===== config.mk =====
export PLATFORM = sky130hd
export DESIGN_NAME = wconv_seq
export DESIGN_NICKNAME = d
export VERILOG_FILES = /design/src/rtl/wconv_seq.sv
export SDC_FILE = /design/constraint.sdc
export NUM_CORES = 1
export LEC_CHECK = 0
export BUFFER_PORTS_ARGS = -buffer_cell sky130_fd_sc_hd__clkbuf_2
export CAP_MARGIN = 10
export CORE_AREA = 2 2 207 209
export CTS_BUF_LIST = sky130_fd_sc_hd__clkbuf_2
export DETAILED_ROUTE_END_ITERATION = 10
export DIE_AREA = 0 0 209 211
export MAX_ROUTING_LAYER = met4
export SETUP_SLACK_MARGIN = 0.1
export SLEW_MARGIN = 20
export SYNTH_ARGS = -nofsm -noshare
export SYNTH_HDL_FRONTEND = slang
export SYNTH_SLANG_ARGS = --single-unit

===== constraint.sdc =====
create_clock -name aclk -period 22.5 [get_ports aclk]
set_input_delay 4.5 -clock aclk [delete_from_list [all_inputs] [get_ports aclk]]
set_output_delay 4.5 -clock aclk [all_outputs]
set_load 0.05 [all_outputs]

===== src/rtl/wconv_seq.sv =====
// Capture sequencer: forwards frame-aligned converter words as length-delimited AXI-Stream packets.
// Words that arrive while the output is stalled are dropped and flagged on ovf.
module wconv_seq #(
  parameter int unsigned LEN_W = 16
) (
  input  logic             aclk,
  input  logic             aresetn,
  input  logic             s_axis_tvalid,
  input  logic [255:0]     s_axis_tdata,
  output logic             m_axis_tvalid,
  output logic [255:0]     m_axis_tdata,
  output logic             m_axis_tlast,
  input  logic             m_axis_tready,
  input  logic             start,
  input  logic             abort,
  input  logic             trigger,
  input  logic             cont,
  input  logic [LEN_W-1:0] len,
  output logic             busy,
  output logic             done,
  output logic             ovf
);

  typedef enum logic [2:0] {StIdle, StArmed, StAlign, StRun, StDone} state_e;

  localparam logic [LEN_W-1:0] LenOne = LEN_W'(1);

  state_e state_q, state_d;

  logic [LEN_W-1:0] len_q, len_d;
  logic [LEN_W-1:0] cnt_q, cnt_d;
  logic             trig_q;
  logic             s_vld_q;
  logic             tvalid_q, tvalid_d;
  logic             tlast_q, tlast_d;
  logic [255:0]     tdata_q, tdata_d;
  logic             ovf_q, ovf_d;

  logic             trig_rise;
  logic             frame_start;
  logic             start_ok;
  logic             word_in;
  logic [LEN_W-1:0] word_idx;
  logic             word_last;
  logic             out_free;

  assign trig_rise   = trigger & ~trig_q;
  assign frame_start = s_axis_tvalid & ~s_vld_q;
  assign start_ok    = start & (len != '0) & ((state_q == StIdle) | (state_q == StDone));

  // The frame-start word in ALIGN is word 0 and is forwarded in the same cycle.
  assign word_in   = ((state_q == StAlign) & frame_start) | ((state_q == StRun) & s_axis_tvalid);
  assign word_idx  = (state_q == StAlign) ? '0 : cnt_q;
  assign word_last = word_in & (word_idx == (len_q - LenOne));
  assign out_free  = m_axis_tready | ~tvalid_q;

  always_ff @(posedge aclk) begin
    if (!aresetn) begin
      state_q  <= StIdle;
      cnt_q    <= '0;
      trig_q   <= 1'b0;
      s_vld_q  <= 1'b0;
      tvalid_q <= 1'b0;
      tlast_q  <= 1'b0;
      ovf_q    <= 1'b0;
    end else begin
      state_q  <= state_d;
      cnt_q    <= cnt_d;
      trig_q   <= trigger;
      s_vld_q  <= s_axis_tvalid;
      tvalid_q <= tvalid_d;
      tlast_q  <= tlast_d;
      ovf_q    <= ovf_d;
    end
  end

  // Payload and latched length carry no reset; they are qualified by tvalid and state.
  always_ff @(posedge aclk) begin
    len_q   <= len_d;
    tdata_q <= tdata_d;
  end

  always_comb begin
    state_d = state_q;
    if (abort) begin
      state_d = StIdle;
    end else begin
      case (state_q)
        StIdle, StDone: if (start_ok)    state_d = StArmed;
        StArmed:        if (trig_rise)   state_d = StAlign;
        StAlign:        if (frame_start) state_d = StRun;
        StRun:          state_d = StRun;
        default:        state_d = StIdle;
      endcase
      if (word_last) begin
        state_d = cont ? StArmed : StDone;
      end
    end
  end

  always_comb begin
    len_d    = len_q;
    cnt_d    = cnt_q;
    ovf_d    = ovf_q;
    tvalid_d = tvalid_q;
    tlast_d  = tlast_q;
    tdata_d  = tdata_q;
    if (m_axis_tready) begin
      tvalid_d = 1'b0;
      tlast_d  = 1'b0;
    end
    if (abort) begin
      tvalid_d = 1'b0;
      tlast_d  = 1'b0;
      cnt_d    = '0;
    end else begin
      if (start_ok) begin
        len_d = len;
        ovf_d = 1'b0;
        cnt_d = '0;
      end
      if (word_in) begin
        // Counter advances on every input word, accepted or dropped.
        cnt_d = word_last ? '0 : (word_idx + LenOne);
        if (out_free) begin
          tvalid_d = 1'b1;
          tdata_d  = s_axis_tdata;
          tlast_d  = word_last;
        end else begin
          ovf_d = 1'b1;
        end
      end
    end
  end

  always_comb begin
    busy = 1'b0;
    done = 1'b0;
    case (state_q)
      StArmed, StAlign, StRun: busy = 1'b1;
      StDone:                  done = 1'b1;
      default:                 ;
    endcase
  end

  assign m_axis_tvalid = tvalid_q;
  assign m_axis_tdata  = tdata_q;
  assign m_axis_tlast  = tlast_q;
  assign ovf           = ovf_q;

endmodule

==> out/summary.txt <==
=====================================================================================
Status .................................................................    completed
Total via count after detailed routing .................................         7669
Worst Path Required ....................................................     18.00 ns
Unrepaired setup endpoints after global routing ........................        false
Switching component of the power .......................................     0.247 mW
Util after Layout ......................................................        0.343
Mapped Nets ............................................................          851
Area inside the core boundary ..........................................   41800 um^2
Number of I/O port buffers .............................................          540
Max-slew violation total from the final report .........................            0
Clk_lat worst skew .....................................................      0.96 ns
Wire length of the first global-routing pass ...........................     49400 um
Number of synthesized register bits ....................................          296
Synth-to-Final Area Change .............................................        39.7%
Number of instances resized during post-cts repair .....................            0
Power per cell area .................................................... 70.7 nW/um^2
Area of the mapped netlist .............................................   10300 um^2
Maximum number of pins on one net before global-route repair ...........          185
Cell taking the most area after synthesis ..............................     edfxtp_1
Proportion of layout cells with a drive suffix above 1 .................        0.546
Fin crit share .........................................................        0.301
Maximum Capacitance Violations .........................................            0
Startpoint types .......................................................    flip-flop
Floorplan die width ....................................................       209 um
EDFF count, synth ......................................................          272
Die span in y ..........................................................       211 um
Share of the yosys chip area belonging to registers ....................        0.843
Number of warnings reported in the yosys synthesis log .................            0
Drt pass-1 iters .......................................................            5
Final setup violating endpoints ........................................            0
Root Buffer Master .....................................................     clkbuf_2
Final HPWL from detailed placement .....................................     27600 um
ANT nets after route ...................................................            0
Number of antenna violations at the first check in global routing ......           13
Clock slew at reported path FFs ........................................      0.09 ns
Vias in the first global route .........................................         7672
Clock network fraction of total power ..................................        0.360
Worst vdd rail ir drop .................................................    0.0451 mV
Number of rows in the core area ........................................           75
Combinational Power Share ..............................................        0.043
CP endpoint kind .......................................................   output pin
Area share of the largest cell type after synthesis ....................        0.796
Number of sinks driven by the clock tree ...............................          296
Count of distinct cell types in the synthesized netlist ................           52
Count of buffers added by post-CTS timing repair for setup .............            0
Global placement routability congestion ................................        0.855
Maximum clock path buffer count ........................................            3
Switching fraction of total power ......................................        0.244
Setup TNS Final ........................................................         0 ns
Number of top-level pins ...............................................          541
Wirelength per Cell ....................................................      19.9 um
Total global-route track usage .........................................        0.162
Hold Slack .............................................................     0.487 ns
Count of routing violations after the opening detailed-route iteration .          644
Die Outline Area .......................................................   44100 um^2
Wire length reported by the detailed router ............................     35400 um
Initial Util ...........................................................        0.246
Sequential share of power ..............................................        0.597
Fmax ...................................................................      148 MHz
Number of instances in the synthesized netlist .........................          569
Layout Nets ............................................................         1461
Classification of the worst setup path ................................. flip-flop to output pin
Data arrival time of the worst path ....................................      2.26 ns
Transition time at the pin with the least slew margin ..................      1.30 ns
Commonest cells in the netlist ......................................... edfxtp_1, nand2_1, nor2_1
Congestion Overflow GR .................................................            0
Final critical-path required period ....................................      6.76 ns
Synth async-reset ratio ................................................            0
TritonCTS clock tree ...................................................          yes
Cts bufs inserted ......................................................           80
Number of H-tree levels ................................................            3
Number of hold-slack violations in the final timing report .............            0
Top area cells in the synthesized netlist .............................. edfxtp_1, dfxtp_1, nand2_1
Peak fanout along the critical path ....................................           10
Internal portion of total power ........................................     0.767 mW
Clock Skew .............................................................    0.0950 ns
DRC errors left ........................................................            0
Vias per std cell ......................................................         4.31
Pleak ..................................................................      5.93 nW
Synthesized area per cell ..............................................    18.0 um^2
Worst min path class ................................................... flip-flop to flip-flop
Cell with the most instances after synthesis ...........................     edfxtp_1
Relative max-transition margin .........................................        0.131
Dominant register cell in the synthesized netlist ......................     edfxtp_1
Total of hold buffers inserted after clock tree synthesis ..............            0
=====================================================================================
worst paths after layout:
kind	end	start	cells after the start	slack [ns]
worst max register to register	state_q[0]	state_q[1]	8	18.35
worst min-delay path	cnt_q[5]	cnt_q[5]	2	0.49
worst min register to register	cnt_q[5]	cnt_q[5]	2	0.49
worst max-delay path	done	state_q[0]	3	15.74
layer usage:
layer  wire (um)  track usage
met3        4130       0.0679
met2       16200        0.245
met4        1020       0.0796
met1       14100        0.185
met5           0            -
flip-flops by register name, summed over array words and instances (netlist names):
| signal | cells |
|---|---|
| state_q | 3 |
| ovf | 1 |
| m_axis_tdata | 256 |
| m_axis_tvalid | 1 |
| len_q | 16 |
| m_axis_tlast | 1 |
| cnt_q | 16 |
| s_vld_q | 1 |
| trig_q | 1 |
stage by stage:
stage               total power, mW  cell area, um^2  setup slack, ns  instances
CTS                            1.04            14300            15.45       1767
global placement              0.660            13600            15.95       1636
detailed placement            0.662            13600            15.88       1636
finish                         1.01            14300            15.74       1779
global route                   1.07            14300            15.45       1779
floorplan                     0.630            10300             7.13        569
cell type report:
| cell class | count | area [um^2] |
|---|---|---|
| timing repair buffer | 544 | 2750 |
| inverter | 10 | 37.5 |
| fill | 4132 | 27400 |
| clock inverter | 21 | 121 |
| antenna | 12 | 30.0 |
| tap | 539 | 674 |
| sequential | 296 | 8650 |
| clock buffer | 110 | 551 |
| multi-input combinational | 247 | 1530 |
logic make-up (layout without fill, tap and decap cells):
kind of cell / after synthesis / count (layout) / synth area share
AO/OA/AOI/OAI: 65 / 65 / 0.0455
XOR/XNOR: 14 / 14 / 0.0120
adder cells (fa/ha/maj): 2 / 2 / 0.00244
buffers and inverters: 26 / 685 / 0.0102
flip-flops: 296 / 296 / 0.843
multiplexers: 2 / 2 / 0.00195
other: 0 / 12 / 0
AND/OR/NAND/NOR: 164 / 164 / 0.0849
power by group through the flow:
stage | sequential [mW] | clock, mW | combinational, mW
3_3_place_gp | 0.618 | 0 | 0.0425
6_report | 0.605 | 0.365 | 0.0437
3_5_place_dp | 0.618 | 0 | 0.0436
2_1_floorplan | 0.621 | 0 | 0.00967
5_1_grt | 0.606 | 0.412 | 0.0476
4_1_cts | 0.605 | 0.389 | 0.0439
worst max-delay path, stage by stage, from the launching register on:
cell and delay [ns]:
dfxtp_1 0.43, nor2_1 0.42, and2_1 0.19, clkbuf_2 0.27
placed cells by master, fill, tap and decap left out, types with 3 or more instances in the layout:
master and count:
or3_1 4, inv_1 10, clkinv_2 5, nor2_1 27
nand4_1 5, xnor2_1 7, a211oi_1 5, o2111ai_1 8
nor4_1 12, nor3b_1 3, o21ai_0 8, and4_1 4
and3_1 9, and2_1 8, clkinv_1 12, nor2b_1 13
nor3_1 14, nand3_1 13, edfxtp_1 272, clkbuf_2 650
nand2_1 40, buf_4 3, dfxtp_1 24, xor2_1 7
a31oi_1 7, a21oi_1 12, o211ai_1 6, diode_2 12
Note: power is estimated with default switching activity, not from simulation.
